File: config.mk
export PLATFORM = sky130hd
export DESIGN_NAME = pc_fetch_ctrl
export DESIGN_NICKNAME = d
export VERILOG_FILES = /design/src/rtl/pc_fetch_ctrl.sv
export SDC_FILE = /design/constraint.sdc
export NUM_CORES = 1
export LEC_CHECK = 0
export CORE_MARGIN = 2
export CORE_UTILIZATION = 45
export DETAILED_ROUTE_END_ITERATION = 12
export DONT_BUFFER_PORTS = 1
export PLACE_DENSITY = 0.69
export SLEW_MARGIN = 10
export SYNTH_ARGS = -nofsm -noshare
export SYNTH_HDL_FRONTEND = slang
export SYNTH_SLANG_ARGS = --single-unit
File: constraint.sdc
create_clock -name clk -period 6 [get_ports clk]
set_input_delay 1.5 -clock clk [delete_from_list [all_inputs] [get_ports clk]]
set_output_delay 1.5 -clock clk [all_outputs]
set_load 0.02 [all_outputs]
File: src/rtl/pc_fetch_ctrl.sv
// pc_fetch_ctrl: RV32I program counter, fetch request handshake, redirect resolution and return-address stack
module pc_fetch_ctrl #(
  parameter int XLEN = 32,
  parameter logic [XLEN-1:0] RESET_VEC = '0,
  parameter int RAS_DEPTH = 4
) (
  input  logic            clk,
  input  logic            clr,
  input  logic            halt,
  input  logic            fetch_ready,
  input  logic            jal_en,
  input  logic            br_taken,
  input  logic            jalr_en,
  input  logic            trap_en,
  input  logic [XLEN-1:0] imm_val,
  input  logic [XLEN-1:0] rs1_val,
  input  logic [XLEN-1:0] trap_vec,
  input  logic            ras_push,
  input  logic            ras_pop,
  output logic [XLEN-1:0] pc_val,
  output logic            fetch_valid,
  output logic [XLEN-1:0] link_addr,
  output logic            kill_fetch,
  output logic            redir_pend,
  output logic            misalign,
  output logic [XLEN-1:0] misalign_addr,
  output logic [XLEN-1:0] ras_top,
  output logic            ras_empty
);
  localparam int PW = $clog2(RAS_DEPTH);
  localparam int CW = $clog2(RAS_DEPTH + 1);

  logic [XLEN-1:0] r_pc, r_ptgt, r_mis_addr;
  logic            r_pend, r_kill, r_mis, r_clr_d;
  logic [XLEN-1:0] r_ras [RAS_DEPTH];
  logic [PW-1:0]   r_ptr;
  logic [CW-1:0]   r_cnt;

  logic [XLEN-1:0] w_tgt;
  logic            w_fv, w_acc, w_stall, w_any, w_mis, w_ok;
  logic            w_push_only, w_pop_only;
  logic [PW-1:0]   w_wptr;

  always_comb begin
    w_fv    = !halt && !r_clr_d;
    w_acc   = w_fv && fetch_ready;
    w_stall = w_fv && !fetch_ready;
    w_tgt   = trap_en ? trap_vec :
              jalr_en ? ((rs1_val + imm_val) & ~XLEN'(1)) : r_pc + imm_val;
    w_any   = trap_en || jalr_en || jal_en || br_taken;
    w_mis   = !trap_en && w_any && w_tgt[1];
    w_ok    = w_any && !w_mis;
  end

  always_ff @(posedge clk) begin
    r_clr_d <= clr;
    if (clr) begin
      r_pc       <= RESET_VEC;
      r_ptgt     <= '0;
      r_pend     <= 1'b0;
      r_kill     <= 1'b0;
      r_mis      <= 1'b0;
      r_mis_addr <= '0;
    end else begin
      r_mis <= w_mis;
      if (w_mis) r_mis_addr <= w_tgt;
      if (trap_en) begin
        r_pc   <= trap_vec;
        r_pend <= 1'b0;
        r_kill <= w_fv;
      end else if (w_stall) begin
        r_kill <= 1'b0;
        if (w_ok) begin
          r_pend <= 1'b1;
          r_ptgt <= w_tgt;
        end
      end else begin
        // a fresh redirect supersedes an older pending one
        r_kill <= w_acc && (w_ok || r_pend);
        r_pend <= 1'b0;
        r_pc   <= w_ok ? w_tgt : r_pend ? r_ptgt : w_acc ? r_pc + XLEN'(4) : r_pc;
      end
    end
  end

  // push+pop on an empty stack behaves as a plain push
  always_comb begin
    w_push_only = ras_push && (!ras_pop || r_cnt == '0);
    w_pop_only  = ras_pop && !ras_push && r_cnt != '0;
    w_wptr      = w_push_only ? r_ptr + PW'(1) : r_ptr;
  end

  always_ff @(posedge clk) begin
    if (ras_push) r_ras[w_wptr] <= link_addr;
  end

  always_ff @(posedge clk) begin
    if (clr) begin
      r_ptr <= '0;
      r_cnt <= '0;
    end else if (w_push_only) begin
      r_ptr <= r_ptr + PW'(1);
      r_cnt <= (r_cnt == CW'(RAS_DEPTH)) ? r_cnt : r_cnt + CW'(1);
    end else if (w_pop_only) begin
      r_ptr <= r_ptr - PW'(1);
      r_cnt <= r_cnt - CW'(1);
    end
  end

  assign pc_val        = r_pc;
  assign fetch_valid   = w_fv;
  assign link_addr     = r_pc + XLEN'(4);
  assign kill_fetch    = r_kill;
  assign redir_pend    = r_pend;
  assign misalign      = r_mis;
  assign misalign_addr = r_mis_addr;
  assign ras_empty     = r_cnt == '0;
  assign ras_top       = ras_empty ? '0 : r_ras[r_ptr];
endmodule

==> results of run 1 <==
[how the worst min path moves through the flow]
stage / from / endpoint
detailed placement: r_ptgt[7] / r_ptgt[7]
CTS: r_ptgt[7] / r_ptgt[7]
floorplan: r_ptgt[7] / r_ptgt[7]
global route: r_ptgt[3] / r_ptgt[3]
finish: r_ptgt[7] / r_ptgt[7]
global placement: r_ptgt[7] / r_ptgt[7]
[sequential cells by signal, indices dropped and copies added (netlist names), named ones only]
| name | flops |
|---|---|
| kill_fetch | 1 |
| misalign | 1 |
| misalign_addr | 32 |
| pc_val | 32 |
| r_clr_d | 1 |
| r_cnt | 3 |
| r_ptgt | 32 |
| r_ptr | 2 |
| r_ras | 128 |
| redir_pend | 1 |
[layer usage]
layer,up-vias,part of all wire,GRT usage
met5,-,0,0
met4,0,0.028,0.0745
met3,63,0.10,0.0808
met2,437,0.44,0.406
met1,5429,0.43,0.342
li1,5343,-,-
[stage by stage]
step / setup WS (ns) / instance area (um^2) / util / std cells / power, uW
2_1_floorplan: 0.831 / 14200 / - / 1445 / 3780
5_1_grt: 0.778 / 15300 / 0.499 / 1821 / 6060
4_1_cts: 0.983 / 15300 / 0.499 / 1819 / 5800
3_5_place_dp: 1.17 / 14500 / 0.473 / 1778 / 4280
6_report: 0.985 / 15300 / 0.499 / 1823 / 5760
3_3_place_gp: 1.25 / 14500 / 0.473 / 1778 / 4240
[synthesized netlist by cell type, drive strengths merged, types with 34 or more instances]
library cell and count:
clkbuf 73, dfxtp 107, o21ai 61, mux2i 34
edfxtp 128, xnor2 53, nor2 148, inv 35
a21oi 111, nand3 38, nor2b 42, ha 64
a211oi 60, nand2 107
[cell families (layout without fill, tap and decap cells)]
logic type	after synthesis	after routing	share of synthesized area
mux	76	76	0.0829
other cells	0	4	0
buf+inv	130	108	0.0360
compound gates	402	402	0.194
flops	235	235	0.423
xor+xnor	84	84	0.0520
simple gates	451	451	0.152
fa+ha+maj	67	67	0.0608
[cell usage in the layout, fill, tap and decap left out, drive strengths merged, types with 14 or more instances in the layout]
cell	instances
a211oi	60
a21o	32
a21oi	111
buf	30
clkbuf	24
dfxtp	107
edfxtp	128
ha	64
inv	37
mux2i	34
mux4	32
nand2	107
nand3	38
nand4	20
nor2	148
nor2b	42
nor3	31
o211ai	16
o21ai	61
or3	14
xnor2	53
xor2	31
[area by class of cell]
class / count / area, um^2
sequential: 235 / 5990
inverter: 37 / 139
tap: 396 / 495
timing repair buffer: 30 / 225
clock buffer: 24 / 579
antenna: 4 / 10.0
clock inverter: 17 / 218
fill: 2810 / 15400
multi-input combinational: 1080 / 7690
[critical path: cells and delay by family, from the launching register on]
| family | cells | cell delay [ns] |
|---|---|---|
| XOR/XNOR | 1 | 0.80 |
| AND/OR/NAND/NOR | 4 | 1.44 |
| flip-flops | 1 | 0.77 |
[where the power goes]
group | switching [uW] | internal, uW
clock | 630 | 887
sequential | 250 | 2060
combinational | 1240 | 698
total | 2120 | 3640
==> flow_summary.toml, run 1 <==
[global_route]
grt_max_degree = 88
grt_pass1_wl_um = 65600
grtUsageTotal = 0.258
grt_pass1_vias = 11016
grt_overflow = 0
grt_antenna_before_repair = 5

[yosys]
syn_area_um2 = 14200
synth.avg_cell_area_um2 = 9.79
yosysTopAreaCellShare = 0.272
yosysSeqAreaShare = 0.423
synth_ff_type = "edfxtp_1"
yosysWarnings = 0
ys_seq_elements = 235
async_flop_share = 0
yosysTopAreaCell = "edfxtp_1"
synth_cells = 1445
synth.net_count = 1618
ys_types = 86
synth-edff-count = 128
synth.area.top_cells = "edfxtp_1, dfxtp_1, ha_1"

[detailed_routing]
detail_route.wl_per_cell_um = 23.8
vias = 11272
drc = 2
drtPass1Iterations = 9
ant_nets = 0
drt_wl_total_um = 43400
avgViaCountPerCell = 6.18
drt_iter0_drc = 1086

[hold_path]
hp-class = "flip-flop to flip-flop"
whs_path_depth = 2

[timing]
fmax_mhz = 199
rsz0062_at_grt = "false"
tns_ns = 0
tightestPinTransition_ns = 1.16
clock_skew_ns = 0.0152
hold_slack_ns = 0.452
relSlewSlack = 0.227
period_needed_ns = 5.01
drv_slew = 0
finalCritPeriodShare = 0.836
finalSetupViolations = 0
hold_viol = 0

[floorplanning]
die-area_um2 = 32900
die_h_um = 181
dieWidth_um = 181
initial_core_util = 0.460
io_pins = 239
rows = 64
core_area_um2 = 30700

[pwr]
vdd_ir_drop_max_v = 0.000250
power_density_nw_per_um2 = 376
p_leak_uw = 0.00553

[critical_path]
path_max_fanout = 10
cp_slowest_stage_delay_ns = 0.80
slowest_stage = "xor2_1"
endpoint = "link_addr[26]"
critical_path_arrival_ns = 3.51
crit_type = "flip-flop to output port"
cp-end-kind = "output port"
reg2reg_depth = 10
r2r-start = "pc_val[0]"
critical_path_required_ns = 4.50
crit_path_cell_trace = "nand4_1 -> or3_1 -> or4_4 -> nor2_2 -> xor2_1"
regToRegEndpoint = "pc_val[8]"
crit_start = "pc_val[11]"
rrSetupSlack_ns = 1.73
start_kind = "flip-flop"

[cts]
cts_buffer_depth = 3
ctsResizeCount = 0
cts_tree = "yes"
clock_latency_ns = 0.51
htree_levels = 1
clock_sinks = 235
root_buffer = "clkbuf_16"
cts_buffers = 23
path_clk_slew_ns = 0.07
post-cts-setup-buffers = 0
cts_hold_buffers = 0

[final_layout]
fin_nets = 1580
layout-drive-gt1-share = 0.108
syn_to_final_growth_pct = 8.44

[flow_run]
max-cap-violations = 0

[placement]
port_buffers = 0
place_congestion = 0.923
dp_hpwl_um = 33000

[status]
violations = "design-rule violations"
status = "finished, violations left"
Note: power is estimated with default switching activity, not from simulation.
==> run 2: changes to the inputs <==
clock period = 4.8 ns   (was 6 ns; I/O delays follow)
==> run 2 against run 1 <==
  * The flow still finishes with violations (design-rule violations)
  * Flip-flop and latch count is the same
  * Clock power grew 18%
  * First-iteration DRC count shrank 6.5%
  * Design area grew 1.4%
  * Die area is the same
  * Critical path depth is the same
  * Clock skew shrank 0.0023 ns
  * Sequential share of layout area shrank 0.52 points
  * Hold slack gained 0.0059 ns
  * Utilization grew 0.68 points
==> flow_summary.toml, run 2 (same netlist as run 1, synthesis figures left out) <==
[status]
status = "finished, violations left"
violations = "design-rule violations"

[critical_path]
reg2reg_depth = 11
worst-path-buf-inv = 0
cp-end-kind = "output port"
regToRegEndpoint = "pc_val[31]"
crit_type = "flip-flop to output port"
slowest_stage = "dfxtp_1"
start_kind = "flip-flop"
cpLargestDelayFamily = "simple AND/OR/NAND/NOR gates"
cp_slowest_stage_delay_ns = 0.71
crit_path_cell_trace = "nand4_1 -> or3_1 -> or4_4 -> nor2_1 -> xnor2_1"
critical_path_required_ns = 3.60
rrSetupSlack_ns = 1.15
critical_path_arrival_ns = 3.19
path_max_fanout = 7
r2r-start = "pc_val[9]"
path_depth = 5

[placement]
dp_hpwl_um = 33400
place_ws_ns = 0.677
port_buffers = 0
place_congestion = 0.954
placed_cell_area_um2 = 14800

[cts]
cts_hold_buffers = 0
path_clk_slew_ns = 0.07
post-cts-setup-buffers = 0
root_buffer = "clkbuf_16"
clock_sinks = 235
clock_latency_ns = 0.51
cts_buffer_depth = 3
cts_buffers = 23
ctsResizeCount = 0
htree_levels = 1
cts_tree = "yes"

[floorplanning]
io_pins = 239
initial_core_util = 0.460
die-area_um2 = 32900
core_area_um2 = 30700
dieWidth_um = 181
rows = 64
die_h_um = 181

[global_route]
grt_antenna_before_repair = 7
grt_max_degree = 88
grtUsageTotal = 0.258
grt_pass1_wl_um = 65900
grt_overflow = 0
grt_pass1_vias = 11018

[hold_path]
whs_path_depth = 2
min_to = "r_ptgt[4]"
hp-start = "r_ptgt[4]"
hp-class = "flip-flop to flip-flop"

[pwr]
power_density_nw_per_um2 = 460
p_leak_uw = 0.00569
vdd_ir_drop_max_v = 0.000246
power.total_uw = 7160

[timing]
fmax_mhz = 228
finalCritPeriodShare = 0.914
hold_viol = 0
clock_skew_ns = 0.0129
rsz0062_at_grt = "false"
finalSetupViolations = 0
drv_slew = 0
tightestPinTransition_ns = 1.19
setup_slack_ns = 0.411
relSlewSlack = 0.202
tns_ns = 0
period_needed_ns = 4.39

[final_layout]
n_fill_cell = 2852
final_util = 0.506
layout-drive-gt1-share = 0.124
regMostFlops = "r_ras"
largest_reg_flops = 128
fin_nets = 1613
fin_area_um2 = 15600
syn_to_final_growth_pct = 9.91
final_cell_mix = "nor2_1, edfxtp_1, a21oi_1, nand2_1, dfxtp_1"
layout_commonest_cell = "nor2_1"

[detailed_routing]
drtPass1Iterations = 10
ant_nets = 0
avgViaCountPerCell = 6.21
detail_route.wl_per_cell_um = 23.7
drc = 2
drt_wl_total_um = 44000
vias = 11542
drt_iter0_drc = 1015

[flow_run]
max-cap-violations = 0
==> run 2: worst reg2reg max path, delay by kind of cell (launching register included) <==
family | cells | cell delay, ns
fa+ha+maj | 1 | 0.41
compound gates | 6 | 1.62
simple gates | 2 | 0.45
buf+inv | 1 | 0.19
flops | 1 | 0.71
xor+xnor | 1 | 0.15
==> run 2: final cells by class <==
class	instances	area [um^2]	area share
Timing Repair Buffer	63	473	0.0304
Clock inverter	8	96.3	0.00619
Sequential cell	235	5990	0.385
Clock buffer	34	647	0.0416
Antenna cell	7	17.5	0.00113
Inverter	37	139	0.00893
Multi-Input combinational cell	1080	7700	0.495
Tap cell	396	495	0.0319
==> run 2: layer usage <==
layer,track usage,vias up,routed length (um)
met4,0.0888,0,1450
met2,0.404,495,19400
li1,-,5380,-
met1,0.349,5588,18700
met5,0,-,0
met3,0.0643,79,4520
==> run 2: worst max path at each step <==
| stage | startpoint | endpoint |
|---|---|---|
| 2_1_floorplan | imm_val[0] | pc_val[30] |
| 3_3_place_gp | imm_val[6] | pc_val[31] |
| 3_5_place_dp | imm_val[6] | pc_val[31] |
| 4_1_cts | pc_val[2] | link_addr[28] |
| 5_1_grt | pc_val[9] | link_addr[28] |
| 6_report | pc_val[9] | link_addr[28] |
==> run 2: through the flow <==
step	std cells	hold slack [ns]
floorplan	1445	0.431
global placement	1811	0.436
detailed placement	1811	0.445
CTS	1853	0.454
global route	1857	0.482
finish	1860	0.458
==> run 2: report_power, final <==
| group | internal [uW] | switching, uW | total, uW |
|---|---|---|---|
| Combinational | 911 | 1630 | 2540 |
| Sequential | 2570 | 265 | 2830 |
| Clock | 1040 | 746 | 1790 |
| Total | 4520 | 2640 | 7160 |
==> run 3: changes to the inputs <==
PLACE_DENSITY = 0.71   (was 0.69)
clock period = 3.6 ns   (was 4.8 ns; I/O delays follow)
==> run 3 against run 2 <==
  * Highest routed layer unchanged
  * Sequential share of layout area is 2.1 points lower
  * Count of clock-buffer cells in the layout is 8 lower
  * Combinational power is 44% higher
  * The flow now finishes without violations
  * Via count is 3.3% higher
  * Critical path depth is 2 higher
==> flow_summary.toml, run 3 (same netlist as run 1, synthesis figures left out) <==
[status]
status = "finished, final reports clean"

[final_layout]
syn_to_final_growth_pct = 16.4
final_util = 0.536
final_cell_mix = "nor2_1, buf_4, edfxtp_1, a21oi_1, nand2_1"
regMostFlops = "r_ras"
fin_nets = 1702
n_fill_cell = 2759
layout_commonest_cell = "nor2_1"
largest_reg_flops = 128
layout-drive-gt1-share = 0.189
instances_no_fill = 1946
fin_area_um2 = 16500

[floorplanning]
die_h_um = 181
io_pins = 239
dieWidth_um = 181
initial_core_util = 0.460
die-area_um2 = 32900
rows = 64
core_area_um2 = 30700

[global_route]
grt_overflow = 0
grt_antenna_before_repair = 5
grtUsageTotal = 0.268
grt_pass1_wl_um = 68000
grt_max_degree = 88
grt_pass1_vias = 11401

[timing]
fmax_mhz = 283
tightestPinTransition_ns = 1.07
finalSetupViolations = 0
period_needed_ns = 3.53
relSlewSlack = 0.284
drv_slew = 0
clock_skew_ns = 0.0205
finalCritPeriodShare = 0.980
hold_viol = 0
setup_slack_ns = 0.0709

[placement]
placed_cell_area_um2 = 15600
place_ws_ns = -0.156
dp_hpwl_um = 35000
dp.cells = 1897
port_buffers = 0
place_congestion = 0.940

[critical_path]
path_max_fanout = 5
crit_type = "flip-flop to output port"
critical_path_arrival_ns = 2.63
cp-end-kind = "output port"
reg2reg_depth = 12
start_kind = "flip-flop"
critical_path_required_ns = 2.70

[pwr]
vdd_ir_drop_max_v = 0.000335
p_leak_uw = 0.00621
power.total_uw = 9730
power_density_nw_per_um2 = 591

[detailed_routing]
detail_route.wl_per_cell_um = 23.2
drc = 0
drt_wl_total_um = 45200
avgViaCountPerCell = 6.13
drtPass1Iterations = 5
drt_iter0_drc = 1041
ant_nets = 0
vias = 11928

[cts]
path_clk_slew_ns = 0.07
clock_latency_ns = 0.52
cts_tree = "yes"
cts_buffer_depth = 3
htree_levels = 1
clock_sinks = 235
cts_hold_buffers = 0
cts_buffers = 22
root_buffer = "clkbuf_16"

[hold_path]
whs_path_depth = 2
hp-class = "flip-flop to flip-flop"

[flow_run]
max-cap-violations = 0
==> run 3: changes by cell type in the layout (fill, tap and decap cells not counted), moves of 5 or more <==
cell,before,now
buf_12,0,11
buf_4,63,138
clkbuf_1,8,3
dfxtp_1,104,95
dfxtp_2,3,10
==> run 3: final cells by class <==
type	count	area (um^2)	area share
Antenna cell	6	15.0	0.000911
Clock buffer	26	576	0.0349
Clock inverter	13	136	0.00828
Inverter	37	139	0.00843
Multi-Input combinational cell	1080	7810	0.474
Sequential cell	235	6010	0.364
Tap cell	396	495	0.0301
Timing Repair Buffer	153	1300	0.0790
==> run 3: report_power, final <==
group	internal, uW	switching [uW]	leakage (uW)	total [uW]
clock	1300	995	0.000339	2290
combinational	1440	2220	0.00379	3660
sequential	3420	361	0.00208	3780
==> run 3: repair_timing <==
item	4_1_cts	5_1_grt
setup buffers	2	2
endpoints found under the hold margin	0	0
resized for setup	16	17
setup endpoints to repair	8	7
pin swaps	2	7
==> run 3: stage by stage <==
| step | TNS, ns | hold WS (ns) |
|---|---|---|
| floorplan | 0 | 0.431 |
| global placement | -0.828 | 0.435 |
| detailed placement | -1.83 | 0.441 |
| CTS | 0 | 0.429 |
| global route | -0.0246 | 0.427 |
| finish | 0 | 0.459 |
==> run 3: layer usage <==
layer  track usage  part of all wire
met1         0.367              0.43
met2         0.410              0.44
met3        0.0752             0.099
met4        0.0852             0.029
met5             0                 0
==> run 3: path summary, 6_finish.rpt <==
path | slack, ns | startpoint | to
worst max-delay path | 0.07 | pc_val[4] | link_addr[28]
worst min-delay path | 0.46 | r_ptgt[4] | r_ptgt[4]
worst max register to register | 0.30 | pc_val[13] | pc_val[31]
worst min register to register | 0.46 | r_ptgt[4] | r_ptgt[4]
==> run 3: worst max-delay path: stages (launching register included) <==
cell and delay, ns:
dfxtp_2 0.38, and3_4 0.22, nand3_2 0.12, or3_4 0.39, or4_4 0.47, nor2_2 0.14
xnor2_2 0.19, buf_6 0.19
